--- config.mk ---
export PLATFORM = sky130hd
export DESIGN_NAME = pc_redirect_ctrl
export DESIGN_NICKNAME = d
export VERILOG_FILES = /design/src/rtl/pipe_ctrl_pkg.sv /design/src/rtl/sat_counter.sv /design/src/rtl/pc_redirect_ctrl.sv
export SDC_FILE = /design/constraint.sdc
export NUM_CORES = 1
export LEC_CHECK = 0
export ABC_AREA = 1
export CELL_PAD_IN_SITES_DETAIL_PLACEMENT = 1
export CELL_PAD_IN_SITES_GLOBAL_PLACEMENT = 1
export CORE_MARGIN = 2
export CORE_UTILIZATION = 34
export CTS_BUF_LIST = sky130_fd_sc_hd__clkbuf_8
export CTS_CLUSTER_SIZE = 28
export DETAILED_ROUTE_END_ITERATION = 8
export PLACE_DENSITY_LB_ADDON = 0.15
export SETUP_SLACK_MARGIN = 0.1
export SYNTH_ARGS = -nofsm -noshare
export SYNTH_HDL_FRONTEND = slang
export SYNTH_SLANG_ARGS = --single-unit
--- constraint.sdc ---
create_clock -name clk -period 2.9 [get_ports clk]
set_input_delay 0.435 -clock clk [delete_from_list [all_inputs] [get_ports clk]]
set_output_delay 0.435 -clock clk [all_outputs]
set_load 0.05 [all_outputs]
--- src/rtl/pipe_ctrl_pkg.sv ---
// pipe_ctrl_pkg: shared state encoding and widths for pipeline PC redirection control
package pipe_ctrl_pkg;
  typedef enum logic [1:0] {RUN, SHADOW, HALT} state_t;
  localparam int FLUSH_CNT_W = 3;
endpackage

--- src/rtl/sat_counter.sv ---
// sat_counter: W-bit up counter that sticks at all-ones
module sat_counter #(
  parameter int W = 16
) (
  input  logic         clk,
  input  logic         reset,
  input  logic         inc,
  output logic [W-1:0] q
);
  always_ff @(posedge clk)
    if (reset) q <= '0;
    else if (inc && !(&q)) q <= q + W'(1);
endmodule

--- src/rtl/pc_redirect_ctrl.sv ---
// pc_redirect_ctrl: sequences PC redirects, flush shadow, halt lock and misalign trap
module pc_redirect_ctrl
  import pipe_ctrl_pkg::*;
#(
  parameter int PC_W      = 9,
  parameter int FLUSH_CYC = 2,
  parameter int CNT_W     = 16
) (
  input  logic             clk,
  input  logic             reset,
  input  logic             ex_valid,
  input  logic             ex_redirect,
  input  logic [31:0]      ex_target,
  input  logic             ex_halt,
  input  logic [PC_W-1:0]  ex_pc,
  input  logic             hz_stall,
  output logic             pc_load,
  output logic [PC_W-1:0]  pc_target,
  output logic             pc_write_en,
  output logic             flush_if_id,
  output logic             flush_id_ex,
  output logic             halted,
  output logic             misalign_err,
  output logic [CNT_W-1:0] redirect_cnt,
  output logic [CNT_W-1:0] flush_cnt
);
  state_t                 state, nxt;
  logic [FLUSH_CNT_W-1:0] sh_cnt;
  logic [PC_W-1:0]        halt_pc;
  logic                   run, mis, halt_ev, redir, stall;
  logic                   unused_bits;
  assign unused_bits = ^ex_target[31:PC_W];
  always_comb begin
    run         = state == RUN;
    mis         = run & ex_valid & ex_redirect & (|ex_target[1:0]);
    halt_ev     = run & ex_valid & (ex_halt | mis);
    redir       = run & ex_valid & ex_redirect & ~halt_ev;
    stall       = run & hz_stall & ~halt_ev & ~redir;
    halted      = state == HALT;
    pc_load     = halted | halt_ev | redir;
    pc_target   = halted ? halt_pc : halt_ev ? ex_pc : redir ? ex_target[PC_W-1:0] : '0;
    pc_write_en = ~halted & ~stall;
    flush_if_id = ~run | halt_ev | redir;
    flush_id_ex = flush_if_id | stall;
    nxt         = halt_ev ? HALT : redir ? SHADOW :
                  (state == SHADOW && sh_cnt == FLUSH_CNT_W'(1)) ? RUN : state;
  end
  always_ff @(posedge clk)
    if (reset) begin
      state        <= RUN;
      sh_cnt       <= '0;
      halt_pc      <= '0;
      misalign_err <= 1'b0;
    end else begin
      state  <= nxt;
      sh_cnt <= redir ? FLUSH_CNT_W'(FLUSH_CYC - 1) : (state == SHADOW) ? sh_cnt - FLUSH_CNT_W'(1) : sh_cnt;
      if (halt_ev) halt_pc <= ex_pc;
      if (mis) misalign_err <= 1'b1;
    end
  sat_counter #(.W(CNT_W)) u_redirect_cnt (.clk(clk), .reset(reset), .inc(redir), .q(redirect_cnt));
  sat_counter #(.W(CNT_W)) u_flush_cnt (.clk(clk), .reset(reset), .inc(flush_if_id), .q(flush_cnt));
endmodule
==> impl_metrics.toml <==
[outcome]
status = "complete, no violations"

[drt]
drt-pass1-iter-count = 4
viasPerCell = 4.93
drcViolationCount = 0
wl_per_cell_um = 13.8
via_count = 2884
wl_mm = 8.10
drt_iter0_drc = 41
ant_nets = 0

[worst_setup_path]
critical_path_required_ns = 2.47
cp.depth = 5
worstSetupPathType = "in -> out"
cp_num_buf_inv = 2
rrSetupSlack_ns = 0.99
cp.arrival_ns = 2.09
reg2reg_from = "state[1]"
cpLargestDelayFamily = "buffers and inverters"
worstPathMaxFanout = 4
setup.worst_path.start_class = "input pin"
path_cells = "clkdlybuf4s50_1 -> nand3_2 -> nand3_2 -> or2_2 -> clkdlybuf4s50_1"
cp_slowest_cell = "clkdlybuf4s50_1"
crit_path_end_kind = "primary output"
r2r-end = "halt_pc[2]"
reg2reg_depth = 8
slowest_delay_ns = 0.70

[yosys]
synth_edf_count = 0
syn_area_um2 = 2660
avgSynthCellArea_um2 = 6.46
ys_types = 30
synth_nets = 463
synth_seq_cells = 47
async_flop_share_pct = 0
synth_warnings = 0
synthCells = 412
synth-main-ff-cell = "dfxtp_1"
yosysSeqAreaShare_pct = 35.4

[timing]
max-slew-margin-rel_pct = 64.2
fmax_ghz = 0.396
finalHoldViolCount = 0
slew_viol_final = 0
layout_min_cycle_time_ns = 2.52
skew_ns = 0.00545
fin_tns_setup_ns = 0
fin_ws_ns = 0.376
fin_crit_sh_pct = 87.0
setup_viol = 0
worstMarginPinSlew_ns = 0.537
rsz0062_at_grt = "no"

[placement]
place_ws_ns = 0.376
dp_hpwl_mm = 6.12
io_buffers = 70
gp_congestion = 0.779

[power]
power_density_nw_per_um2 = 400
p_leak_uw = 0.00132
peakVddDrop_mv = 0.283

[clock_tree]
clock-root-buffer = "clkbuf_8"
path_clk_slew_ns = 0.09
clock_latency_ns = 0.30
cts_buffers = 5
htree_levels = 2
cts_hold_buffers = 0
cts_buffer_depth = 2
cts_setup_buffers = 0
clock-sinks = 47
cts_resized = 0
cts_tree = "built"

[die]
dieArea_um2 = 8550
io_pins = 94
design.core.area_um2 = 7650
row_count = 32
die_x_um = 92.5
initial_core_util_pct = 34.8
chipHeight_um = 92.5

[global_routing]
antenna_found_initial = 0
grt_max_degree = 23
grt_usage_pct = 19.4
grt-ovfl-total = 0
grt_first_pass_wirelength_mm = 13.5
grt_pass1_vias = 2893

[job]
maxCapViolCount = 0

[min_path]
min_to = "halt_pc[5]"
min-delay-start = "halt_pc[5]"
hold_class = "reg -> reg"
whs_path_depth = 2

[layout]
fin_nets = 533
drive_above_1_share_pct = 7.87
diodes = 0
area_growth_pct = 35.8
[cells in the final DEF, fill, tap and decap left out, types with 2 or more instances in the layout]
master / Yosys / routed
ha_1: 4 / 4
o21ai_0: 16 / 16
nand3b_1: 2 / 2
nand3_1: 23 / 23
a21oi_1: 38 / 38
o21ai_1: 2 / 2
inv_1: 26 / 28
nand4_1: 6 / 6
dfxtp_1: 47 / 47
nor2_1: 54 / 54
buf_4: 0 / 7
nand3_2: 4 / 4
nor3_1: 3 / 3
nand2_1: 146 / 146
clkbuf_8: 0 / 5
clkdlybuf4s50_1: 0 / 59
inv_2: 2 / 2
or2_2: 2 / 2
nand2_2: 2 / 2
xor2_1: 8 / 8
clkinv_1: 2 / 2
xnor2_1: 3 / 3
buf_12: 0 / 9
nor2_4: 3 / 3
[cell usage after synthesis, types with 3 or more instances]
cell type / n / area [um^2]
nand2_1: 146 / 548
nor2_1: 54 / 203
dfxtp_1: 47 / 941
a21oi_1: 38 / 190
inv_1: 26 / 97.6
nand3_1: 23 / 115
o21ai_0: 16 / 80.1
xor2_1: 8 / 70.1
nand4_1: 6 / 37.5
clkbuf_1: 5 / 18.8
buf_6: 4 / 45.0
ha_1: 4 / 50.1
nand3_2: 4 / 40.0
buf_2: 3 / 15.0
nor2_4: 3 / 33.8
nor3_1: 3 / 15.0
xnor2_1: 3 / 26.3
[state kept, by name, indices dropped and copies added, names as in the netlist]
register	flops
u_flush_cnt.q	16
halt_pc	9
u_redirect_cnt.q	16
sh_cnt	3
misalign_err	1
state	2
[per-stage QoR]
| step | instances | hold slack [ns] | instance area [um^2] | power (uW) | utilization, % |
|---|---|---|---|---|---|
| CTS | 585 | 0.474 | 3610 | 1460 | 47.3 |
| finish | 585 | 0.473 | 3610 | 1440 | 47.3 |
| global placement | 577 | 0.436 | 3530 | 1060 | 46.2 |
| global route | 585 | 0.505 | 3610 | 1510 | 47.3 |
| floorplan | 412 | 0.441 | 2660 | 910 | - |
| detailed placement | 577 | 0.461 | 3530 | 1070 | 46.2 |
[logic make-up (layout without fill, tap and decap cells)]
group / count (synthesis) / after routing / synth area share [%]
xor+xnor: 11 / 11 / 3.62
flops: 47 / 47 / 35.4
fa+ha+maj: 4 / 4 / 1.88
simple gates: 249 / 249 / 40.3
buf+inv: 42 / 113 / 7.20
compound gates: 59 / 59 / 11.7
[cell type report]
class / count / area, um^2
Fill cell: 996 / 4030
Multi-Input combinational cell: 323 / 1530
Sequential cell: 47 / 941
Timing Repair Buffer: 75 / 823
Tap cell: 102 / 128
Inverter: 30 / 113
Clock buffer: 5 / 68.8
Clock inverter: 3 / 12.5
[power breakdown]
| part | internal (uW) | switching [uW] | leakage [uW] |
|---|---|---|---|
| logic | 140 | 227 | 0.000890 |
| registers | 664 | 17.8 | 0.000381 |
| clock network | 163 | 232 | 0.0000505 |
| total | 967 | 477 | 0.00132 |
[worst max-delay path by stage]
stage          slack, ns     endpoint      from
5_1_grt             0.32  flush_id_ex  ex_valid
3_5_place_dp        0.38  flush_id_ex  ex_valid
6_report            0.38  flush_id_ex  ex_valid
2_1_floorplan       0.68  pc_write_en  state[1]
4_1_cts             0.37  flush_id_ex  ex_valid
3_3_place_gp        0.39  flush_id_ex  ex_valid
[tightest hold or removal path: cells and delay by family, from the launching register on]
kind               cells  cell delay [ns]
DFF                    1             0.32
and+or+nand+nor        1             0.06
AOI/OAI and AO/OA      1             0.05
[per-layer routing]
metal	routed length (um)	vias up	global-route usage [%]
li1	-	1453	-
met1	3710	1362	24.2
met2	3850	65	33.8
met3	464	4	5.21
met4	61	0	3.86
met5	0	-	0
No activity file was read; power rests on OpenSTA's default activity.
